==> config.mk <==
export PLATFORM = sky130hd
export DESIGN_NAME = fifo_rr_arbiter
export DESIGN_NICKNAME = d
export VERILOG_FILES = /design/src/rtl/arb_pkg.sv /design/src/rtl/rr_pick.sv /design/src/rtl/fifo_rr_arbiter.sv
export SDC_FILE = /design/constraint.sdc
export NUM_CORES = 1
export LEC_CHECK = 0
export ABC_AREA = 1
export BUFFER_PORTS_ARGS = -buffer_cell sky130_fd_sc_hd__buf_2
export CAP_MARGIN = 20
export CORE_AREA = 3 3 130 132
export CTS_CLUSTER_DIAMETER = 150
export DETAILED_ROUTE_END_ITERATION = 12
export DIE_AREA = 0 0 133 135
export PLACE_DENSITY = 0.73
export SYNTH_ARGS = -nofsm -noshare
export SYNTH_HDL_FRONTEND = slang
export SYNTH_SLANG_ARGS = --single-unit
==> constraint.sdc <==
create_clock -name clk -period 2.51 [get_ports clk]
set_input_delay 0.3765 -clock clk [delete_from_list [all_inputs] [get_ports clk]]
set_output_delay 0.3765 -clock clk [all_outputs]
set_load 0.03 [all_outputs]
==> src/rtl/arb_pkg.sv <==
`default_nettype none
// ============================================================================
// Module      : arb_pkg
// Description : Shared types and default sizes for the FIFO round-robin arbiter.
// Revision    : 1.0 - initial release
// ============================================================================
package arb_pkg;

    localparam int N_PORTS_DEF = 4;
    localparam int AW_DEF      = 32;
    localparam int DW_DEF      = 32;

    typedef enum logic [0:0] {
        IDLE = 1'b0,
        BUSY = 1'b1
    } arb_state_t;

endpackage
`default_nettype wire

==> src/rtl/rr_pick.sv <==
`default_nettype none
// ============================================================================
// Module      : rr_pick
// Description : Combinational circular priority picker starting at ptr.
// Revision    : 1.0 - initial release
// ============================================================================
module rr_pick #(
    parameter int N_PORTS = 4,
    parameter int IDW     = $clog2(N_PORTS)
) (
    input  logic [N_PORTS-1:0] req,
    input  logic [IDW-1:0]     ptr,
    output logic [N_PORTS-1:0] gnt_onehot,
    output logic [IDW-1:0]     gnt_idx,
    output logic               any
);

    int             w_cand;
    logic [IDW-1:0] w_idx;

    // Walk ptr, ptr+1, ... modulo N_PORTS; the first requester found wins.
    always_comb begin
        gnt_onehot = '0;
        gnt_idx    = '0;
        any        = 1'b0;
        w_cand     = 0;
        w_idx      = '0;
        for (int i = 0; i < N_PORTS; i++) begin
            w_cand = int'(ptr) + i;
            if (w_cand >= N_PORTS) begin
                w_cand = w_cand - N_PORTS;
            end
            w_idx = IDW'(w_cand);
            if (!any && req[w_idx]) begin
                any               = 1'b1;
                gnt_idx           = w_idx;
                gnt_onehot[w_idx] = 1'b1;
            end
        end
    end

endmodule
`default_nettype wire

==> src/rtl/fifo_rr_arbiter.sv <==
`default_nettype none
// ============================================================================
// Module      : fifo_rr_arbiter
// Description : Pops one upstream FIFO at a time in round-robin order and
//               presents the entry on a valid/ready master port.
// Revision    : 1.0 - initial release
// ============================================================================
module fifo_rr_arbiter
    import arb_pkg::*;
#(
    parameter int N_PORTS = N_PORTS_DEF,
    parameter int AW      = AW_DEF,
    parameter int DW      = DW_DEF,
    parameter int IDW     = $clog2(N_PORTS)
) (
    input  logic                  clk,
    input  logic                  reset,
    input  logic [N_PORTS-1:0]    fifo_empty_i,
    input  logic [N_PORTS-1:0]    fifo_write_i,
    input  logic [N_PORTS*AW-1:0] fifo_addr_i,
    input  logic [N_PORTS*DW-1:0] fifo_wdata_i,
    output logic [N_PORTS-1:0]    fifo_pop_o,
    output logic                  m_valid_o,
    input  logic                  m_ready_i,
    output logic                  m_write_o,
    output logic [AW-1:0]         m_addr_o,
    output logic [DW-1:0]         m_wdata_o,
    output logic [IDW-1:0]        m_grant_id_o
);

    localparam logic [IDW-1:0] c_LAST_ID = IDW'(N_PORTS - 1);

    arb_state_t       r_state;
    arb_state_t       w_state_nxt;
    logic [IDW-1:0]   r_prio_ptr;
    logic             r_valid;
    logic             r_write;
    logic [AW-1:0]    r_addr;
    logic [DW-1:0]    r_wdata;
    logic [IDW-1:0]   r_grant_id;

    logic [N_PORTS-1:0] w_req;
    logic [N_PORTS-1:0] w_gnt_onehot;
    logic [IDW-1:0]     w_gnt_idx;
    logic               w_any;
    logic               w_grant;
    logic               w_accept;

    logic [AW-1:0] w_addr_arr  [N_PORTS];
    logic [DW-1:0] w_wdata_arr [N_PORTS];

    generate
        for (genvar k = 0; k < N_PORTS; k++) begin : g_unpack
            assign w_addr_arr[k]  = fifo_addr_i[k*AW +: AW];
            assign w_wdata_arr[k] = fifo_wdata_i[k*DW +: DW];
        end
    endgenerate

    assign w_req = ~fifo_empty_i;

    rr_pick #(
        .N_PORTS (N_PORTS),
        .IDW     (IDW)
    ) u_rr_pick (
        .req        (w_req),
        .ptr        (r_prio_ptr),
        .gnt_onehot (w_gnt_onehot),
        .gnt_idx    (w_gnt_idx),
        .any        (w_any)
    );

    assign w_grant  = (r_state == IDLE) && w_any;
    assign w_accept = (r_state == BUSY) && r_valid && m_ready_i;

    // State register
    always_ff @(posedge clk or negedge reset) begin
        if (!reset) begin
            r_state <= IDLE;
        end else begin
            r_state <= w_state_nxt;
        end
    end

    // Next-state logic
    always_comb begin
        w_state_nxt = r_state;
        case (r_state)
            IDLE:    if (w_any)    w_state_nxt = BUSY;
            BUSY:    if (w_accept) w_state_nxt = IDLE;
            default: w_state_nxt = IDLE;
        endcase
    end

    // Pop strobe is gated by reset so nothing is consumed while held in reset.
    always_comb begin
        fifo_pop_o = '0;
        if (reset && (r_state == IDLE)) begin
            fifo_pop_o = w_gnt_onehot;
        end
    end

    // Transaction capture and fairness pointer
    always_ff @(posedge clk or negedge reset) begin
        if (!reset) begin
            r_prio_ptr <= '0;
            r_valid    <= 1'b0;
            r_write    <= 1'b0;
            r_addr     <= '0;
            r_wdata    <= '0;
            r_grant_id <= '0;
        end else if (w_grant) begin
            r_valid    <= 1'b1;
            r_write    <= fifo_write_i[w_gnt_idx];
            r_addr     <= w_addr_arr[w_gnt_idx];
            r_wdata    <= fifo_write_i[w_gnt_idx] ? w_wdata_arr[w_gnt_idx] : '0;
            r_grant_id <= w_gnt_idx;
        end else if (w_accept) begin
            r_valid    <= 1'b0;
            r_prio_ptr <= (r_grant_id == c_LAST_ID) ? '0 : r_grant_id + 1'b1;
        end
    end

    assign m_valid_o    = r_valid;
    assign m_write_o    = r_write;
    assign m_addr_o     = r_addr;
    assign m_wdata_o    = r_wdata;
    assign m_grant_id_o = r_grant_id;

endmodule
`default_nettype wire

**Word-level counts from Yosys, hierarchy flattened**

Cells that the tools add are included.

- Add/sub/neg operators: 8
- Bitwise operators: 7
- Reductions and logical operators: 16
- Multiplexer cells: 48
- Order comparisons: 14
- Eq/ne operators: 1

Operator list:

| kind | count |
|---|---|
| 2-to-1 mux 32 bit | 5 |
| binary-select mux 32 bit (select 2 bit) | 2 |
| 2-to-1 mux 4 bit | 5 |
| 2-to-1 mux 2 bit | 9 |
| 2-to-1 mux 1 bit | 17 |
| < comparator 2 x 3 -> 1 bit (second input constant) | 5 |
| >= comparator 3 bit (second input constant) | 4 |
| OR 4 bit | 3 |
| logical AND 1 bit | 11 |
| binary-select mux 1 bit (select 2 bit) | 5 |
| demux 1 bit (select 2 bit) | 4 |
| >= comparator 2 x 1 -> 1 bit (second input constant) | 4 |
| subtractor 2 x 1 -> 2 bit (second input constant) | 4 |
| adder 2 x 2 -> 3 bit (second input constant) | 2 |
| NOT 4 bit | 1 |
| adder 2 x 1 -> 3 bit (second input constant) | 1 |
| >= comparator 2 x 3 -> 1 bit (second input constant) | 1 |
| logical NOT 1 bit | 3 |
| NOT 2 -> 3 bit | 1 |
| adder 2 x 1 -> 2 bit (second input constant) | 1 |
| equality test 2 bit (second input constant) | 1 |
| NOT 1 bit | 2 |
| case mux 1 bit (2 select lines) | 1 |
| AND reduction 2 bit | 1 |
| nonzero test 2 bit | 1 |

- Flip-flop bits (word level): 71

**Longest topological paths before layout**

Gate-level depths: netlist of run 1.

- Depth in word-level cells: 19
- Depth in mapped cells: 18

**Hierarchy**

Synthesis of run 1 repeated with hierarchy kept, for this count alone.

- Cells, all modules: 1050
- Area total of the unflattened synthesis: 5820.6 µm²

By module, submodules not included:

| module | cells an instance | area each (µm²) | instances |
|---|---|---|---|
| fifo_rr_arbiter | 976 | 5380.2 | 1 |
| rr_pick | 74 | 440.4 | 1 |

**Worst setup path before layout of run 1**

OpenSTA, ideal clock, no wires.

- Path type: reg2out
- From: register r_prio_ptr[1]
- To: output fifo_pop_o[3]
- Stages on the path, launching flop included: 11
- Slack: -0.017 ns
- Arrival: 2.151 ns
- Path through: dfrtp_1 -> inv_1 -> ha_1 -> inv_1 -> nand3_1 -> o21ai_4 -> nor2_1 -> nand3b_1 -> inv_1 -> nand2_1 -> a41oi_1

- Cells in the longest elaborated chain, start to end: 15
- Elaborated cells on any way between the ends: 60

RTL lines:

| what | RTL line | text |
|---|---|---|
| start, declared | fifo_rr_arbiter.sv:35 | `logic [IDW-1:0] r_prio_ptr;` |
| start signal, assigned | fifo_rr_arbiter.sv:119 | `r_prio_ptr <= (r_grant_id == c_LAST_ID) ? '0 : r_grant_id + 1'b1;` |
| branches (longest 13 deep; another with adder 2 x 1 -> 3 bit) | - |  |
| 2-to-1 mux 4 bit * | rr_pick.sv:34 | `if (!any && req[w_idx]) begin` |
| 2-to-1 mux 4 bit * | fifo_rr_arbiter.sv:97 | `if (reset && (r_state == IDLE)) begin` |
| end, declared | fifo_rr_arbiter.sv:22 | `output logic [N_PORTS-1:0] fifo_pop_o,` |

Mark *: on every way between the ends. The select of a mux whose other input is x is not followed.

**Final worst setup path of run 1**

- From: register r_prio_ptr[0]
- To: output fifo_pop_o[0]

Same word-level chain as after synthesis.

==> results of run 1 <==
[kinds of logic (layout without fill, tap and decap cells)]
kind of cell | Yosys count | in the layout | share of synthesized area, %
adder cells (fa/ha/maj) | 8 | 8 | 1.634
AND/OR/NAND/NOR | 599 | 599 | 43.60
buffers and inverters | 281 | 610 | 19.01
AO/OA/AOI/OAI | 56 | 56 | 6.759
flip-flops | 71 | 71 | 29.00
[area by class of cell]
| class | count | area (sq um) | area share [%] |
|---|---|---|---|
| Inverter | 215 | 812.0 | 9.389 |
| Clock inverter | 5 | 81.33 | 0.9404 |
| Timing Repair Buffer | 379 | 2196 | 25.39 |
| Clock buffer | 11 | 242.7 | 2.807 |
| Sequential cell | 71 | 1778 | 20.56 |
| Multi-Input combinational cell | 663 | 3268 | 37.79 |
| Tap cell | 216 | 270.3 | 3.125 |
[what timing repair did]
| action | CTS | global route |
|---|---|---|
| endpoints found under the setup margin | 4 | 67 |
| gates cloned | 0 | 1 |
| buffers inserted | 1 | 0 |
| resized for setup | 13 | 17 |
| hold buffers | 1 | 0 |
| pin swaps | 1 | 4 |
| hold endpoints to repair | 3 | 0 |
[cells in the mapped netlist (all sizes together)]
cell / n / area [sq um]
o21ai: 7 / 46.30
a21oi: 7 / 50.05
nor3: 2 / 21.27
nand3b: 1 / 7.510
buf: 46 / 277.8
o31ai: 1 / 7.510
a221oi: 1 / 8.760
a41oi: 1 / 8.760
nand4: 80 / 500.5
nand2: 390 / 1494
dfrtp: 71 / 1777
a21boi: 1 / 7.510
ha: 8 / 100.1
o211ai: 38 / 285.3
nor2: 8 / 37.54
clkbuf: 20 / 75.07
nand3: 118 / 610.6
inv: 215 / 812.0
[through the flow]
stage	worst slack [ps]	hold WS [ps]	util, %	TNS [ps]
after CTS	10.08	273.5	54.13	0
final	68.61	295.2	54.64	0
after detailed placement	110.3	196.1	51.68	0
after global placement	140.3	194.9	51.68	0
after global routing	-24.16	289.7	54.64	-33.71
after floorplan	18.02	80.91	-	0
[critical path, cell delays in order (launching register included)]
cell	delay, ps
dfrtp_2	430
inv_6	70
ha_4	200
inv_2	120
nand3_2	110
o21ai_4	120
nand3_1	110
o21ai_0	130
a21oi_1	100
a21oi_2	180
buf_6	150
[cells in the final DEF, fill, tap and decap left out, types with 7 or more instances in the layout]
master,Yosys,routed
buf_2,33,333
nand4_1,80,80
o211ai_1,38,38
nand2_2,9,10
ha_1,8,7
dfrtp_1,71,70
nand2_1,380,378
inv_1,213,209
nand3_1,114,111
buf_4,5,28
clkbuf_16,0,10
buf_12,0,10
[state kept, by name, indices dropped and copies added, names as in the netlist]
signal and cells:
m_wdata_o 32, m_addr_o 32, m_write_o 1, r_prio_ptr 2
m_valid_o 1, r_state 1, m_grant_id_o 2
[power breakdown]
group	leakage, uW	internal (uW)	switching [uW]	total [uW]
sequential	0.000893	1720	301	2020
combinational	0.00443	4130	7550	11700
clock	0.000156	897	489	1390
total	0.00548	6750	8340	15100
[layer usage]
| layer | wire, um | part of all wire [%] | up-vias |
|---|---|---|---|
| met2 | 11330 | 50 | 357 |
| li1 | - | - | 3831 |
| met5 | 13 | 0.057 | - |
| met4 | 683 | 3.0 | 2 |
| met1 | 9002 | 40 | 3402 |
| met3 | 1689 | 7.4 | 50 |
[how the worst max path moves through the flow]
stage,end,slack (ps)
6_report,fifo_pop_o[0],70
5_1_grt,fifo_pop_o[0],-20
4_1_cts,fifo_pop_o[0],10
3_3_place_gp,m_wdata_o[8],140
3_5_place_dp,m_wdata_o[11],110
2_1_floorplan,fifo_pop_o[0],20
==> run summary, run 1 <==
Final Hold Vio Count - 0
gr ovfl total - 0
met1 Usage GRT - 28.87%
Synth Instances - 1015
minimum clock period after layout - 2441 ps
WL final - 22720 um
Setup crit start kind - flop
core area - 15830 sq um
worst-margin pin slew - 874.7 ps
initial core utilization - 38.71%
crit end category - primary output
Tot Pwr - 15080 uW
CTS tree - yes
RSZ-0062 raised after global routing - yes
M2 GR Usage - 43.34%
outcome - complete, no violations
Yosys reg bits - 71
drt initial violations - 491
fin cells - 1560
VDD IR max - 0.8680 mV
Synth Area per Inst - 6.037 sq um
met3 Track Usage GR - 4.918%
drt pass-1 iters - 6
final setup fails - 0
Min-Delay Path Class - primary input to flop
vias in the first global route - 7165
Synth Cell Area - 6127 sq um
routability cong. - 0.8783
Worst Reg2Reg Path Length in Cells - 16
vias per cell - 4.899
Worst Path Arrival - 2060 ps
IO buf count - 338
largest net degree at the start of global routing - 69
hold path depth - 3
slew margin rel. - 41.69%
sequential share of the synthesized area - 29.00%
Synthesized Nets - 1290
DRC viols - 0
Post-Layout Inst Area - 8648 sq um
# IOs - 339
Synth warnings - 0
Clock Latency Late Sink - 340 ps
diodes inserted - 0
Critical path origin - r_prio_ptr[0]
dpl cell area - 8179 sq um
Root Driver - clkbuf_16
FF-to-FF setup slack - 190 ps
crit share post-route - 97.27%
max frequency - 0.4096 GHz
CP Data Required Time - 2130 ps
synth-to-layout area growth - 41.15%
Worst Hold Path EP - m_addr_o[29]
worst-case clock buffer depth - 2
fillcell total - 1572
CTS buffer count - 9
maxcap violations - 0
die area - 17960 sq um
die width - 133 um
first-pass GRT wire length - 35320 um
height of the chip - 135 um
antenna viol nets, final - 0
P_leak - 0.005481 uW
power density over the cells - 1744 nW/um^2
worst r2r src - r_prio_ptr[0]
Post-Place Cells - 1541
hold path start - fifo_addr_i[61]
WL/cell - 14.57 um
Yosys cell types - 31
initial antenna violation count - 1
RR Endpoint - m_wdata_o[11]
Slew Viols, Final - 0
nets - 1614
# rows - 46
CTS sink cnt - 71
Crit Path Class - flop to primary output
busiest grt layer - met2
crit-path max FO - 5
skew final - 4.853 ps
gr usage total - 24.47%
vias - 7642
fraction of layout cells with a size suffix above 1 - 32.22%
Detailed Place HPWL - 17470 um
Reg clk slew, reported paths - 60 ps
H-tree depth - 3
(Power assumes the default switching activity.)
==> run 2: changes to the inputs <==
Settings changed: CORE_AREA 3 3 130 132 to 3 3 131 133, DIE_AREA 0 0 133 135 to 0 0 134 136, PLACE_DENSITY 0.73 to 0.78, SYNTH_HIERARCHICAL set to 1.
==> run 2 against run 1 <==
Setup slack gained 25 ps. First-iteration DRC count fell by 0.41%. Non-clock buffer count is 5 lower. Die area rose by 1.5%. Fmax up 1.0%. Hold slack lost 21 ps. Critical path depth grew 2. Area after synthesis is 5.0% lower. Power shrank 79%. Largest cell class unchanged. Largest power group is now the clock network.
==> run summary, run 2 <==
part of the power in combinational logic - 23.4%
Root Driver - clkbuf_16
IO buf count - 338
synth-to-layout area growth - 42.95%
vias - 7262
worst-case clock buffer depth - 2
most common cell in the netlist - nand2_1
NetSw - 893.0 uW
ordered cell list for the critical path - inv_1 > ha_4 > inv_2 > nand2_2 > nand2_2 > nor2_4 > buf_6 > nand4_1 > nand3_1 > inv_1 > nor2_1 > buf_4
skew final - 5.025 ps
switching share of power - 27.65%
initial antenna violation count - 0
DRC viols - 0
antenna viol nets, final - 0
CP top delay family - simple AND/OR/NAND/NOR gates
routability cong. - 0.8944
minimum clock period after layout - 2417 ps
# rows - 46
Synthesized Nets - 1323
crit share post-route - 96.29%
Synth Instances - 1050
most common cell after layout, fill and taps aside - nand2_1
Worst Path Arrival - 2040 ps
initial core utilization - 36.51%
Yosys reg bits - 71
Seq pwr share - 35.5%
VDD IR max - 0.2817 mV
# IOs - 339
fillcell total - 1676
die area - 18220 sq um
Post-synth EDFFs - 0
H-tree depth - 3
slew margin rel. - 38.43%
die width - 134 um
core area - 15940 sq um
top-area cell type share of the netlist area - 37.85%
max frequency - 0.4138 GHz
hold slack - 274.0 ps
area leader, netlist - nand2_1
CTS tree - yes
gr usage total - 22.01%
Min-Delay Path Class - primary input to async pin
internal power - 2336 uW
asr flop ratio synth - 100.0%
Setup crit start kind - flop
Post-Layout Inst Area - 8320 sq um
drt pass-1 iters - 5
Clock Latency Late Sink - 330 ps
CTS sink cnt - 71
P_leak - 0.005673 uW
diodes inserted - 0
nets - 1655
slowest library cell on the worst path - dfrtp_1
dpl cell area - 7843 sq um
RSZ-0062 raised after global routing - yes
Reg clk slew, reported paths - 60 ps
crit path buf inv count - 5
Clock power frac - 41.1%
top cells by area, synth - nand2_1, dfrtp_1, inv_1, nand3_1, buf_2
Synth Flop Type - dfrtp_1
Synth warnings - 6
CP Data Required Time - 2130 ps
Detailed Place HPWL - 16530 um
Crit Path Class - flop to primary output
power density over the cells - 388.1 nW/um^2
Critical Path Max Stage Delay - 340 ps
vias in the first global route - 6682
WL final - 21280 um
sequential share of the synthesized area - 30.52%
final setup fails - 0
worst-margin pin slew - 923.5 ps
Synth Cell Area - 5821 sq um
Yosys cell types - 23
Synth Area per Inst - 5.543 sq um
fraction of layout cells with a size suffix above 1 - 30.06%
outcome - complete, no violations
height of the chip - 136 um
largest net degree at the start of global routing - 72
gr ovfl total - 0
Final Hold Vio Count - 0
Slew Viols, Final - 0
vias per cell - 4.530
maxcap violations - 0
crit end category - primary output
WL/cell - 13.28 um
first-pass GRT wire length - 32440 um
drt initial violations - 489
top cells by count, synth - nand2_1, inv_1, nand3_1, dfrtp_1, buf_2
commonest cells after routing, fill and taps aside - nand2_1, buf_2, inv_1
CTS buffer count - 9
crit-path max FO - 6
## run 2: cell count changes after synthesis, sizes merged, moves of 6 or more
cell,before,now
inv,215,177
buf,46,40
nand2,390,596
nand4,80,7
o211ai,38,0
clkbuf,20,13
## run 2: cells by family after synthesis
| group | synth area share (%) |
|---|---|
| AO/OA/AOI/OAI | 1.505 |
| adder cells (fa/ha/maj) | 1.290 |
| buffers and inverters | 16.01 |
| flip-flops | 30.52 |
| AND/OR/NAND/NOR | 50.67 |
## run 2: layout make-up
class	instances	area, sq um	area share [%]
Sequential cell	71	1777	21.35
Tap cell	216	270.3	3.248
Clock inverter	2	37.54	0.4511
Inverter	177	671.9	8.075
Multi-Input combinational cell	749	3174	38.15
Timing Repair Buffer	374	2116	25.43
Clock buffer	14	274.0	3.293
## run 2: per-stage QoR
stage               cells  util, %  total power, uW  TNS [ps]  setup slack (ps)
detailed placement   1580    49.19             1889         0             64.26
global route         1603    52.19             3433    -170.3            -52.02
floorplan            1050        -             1553         0             94.68
global placement     1580    49.19             1889         0             153.3
CTS                  1596    51.22             3248         0             11.56
finish               1603    52.19             3230         0             93.14
## run 2: final timing paths
kind                                       from       endpoint  slack [ps]  cells past startpoint
worst max-delay path              r_prio_ptr[1]  fifo_pop_o[2]          90                     12
worst min-delay path                      reset    m_addr_o[6]         270                      2
worst max register to register    r_prio_ptr[1]   m_wdata_o[5]         160                     15
worst min register to register    m_wdata_o[20]  m_wdata_o[20]         470                      2
max in group asynchronous                 reset  m_wdata_o[12]        1620                      2
min in group clk                fifo_addr_i[10]   m_addr_o[10]         350                      5
## run 2: metal layers
metal / vias to the layer above / track usage [%] / wire length (um)
met5: - / 0 / 0
met4: 0 / 6.171 / 393
met3: 30 / 4.108 / 1184
met2: 265 / 38.88 / 10870
met1: 3224 / 27.50 / 8835
li1: 3743 / - / -
## run 2: power by group through the flow
stage / clock network, uW / registers (uW) / logic (uW)
3_5_place_dp: 0 / 1170 / 723
5_1_grt: 1430 / 1140 / 859
4_1_cts: 1380 / 1140 / 728
6_report: 1330 / 1150 / 756
2_1_floorplan: 0 / 1170 / 387
3_3_place_gp: 0 / 1170 / 723
## run 2: worst reg2reg max path: stages, from the launching register on
cell,delay [ps]
dfrtp_1,340
inv_1,80
ha_4,290
inv_2,60
nand2_2,60
nand2_2,60
nor2_4,190
nand4_1,180
nand3_4,200
buf_4,150
buf_12,210
nand2_1,170
nand3_1,100
nand2_1,50
nand2_1,60
nand2_1,50
## run 2: timing repair
item / 4_1_cts / 5_1_grt
endpoints found under the setup margin: 4 / 65
hold buffers: 0 / 0
pin swaps: 0 / 6
cloned: 0 / 3
buffers inserted: 0 / 4
gates resized for setup: 5 / 18
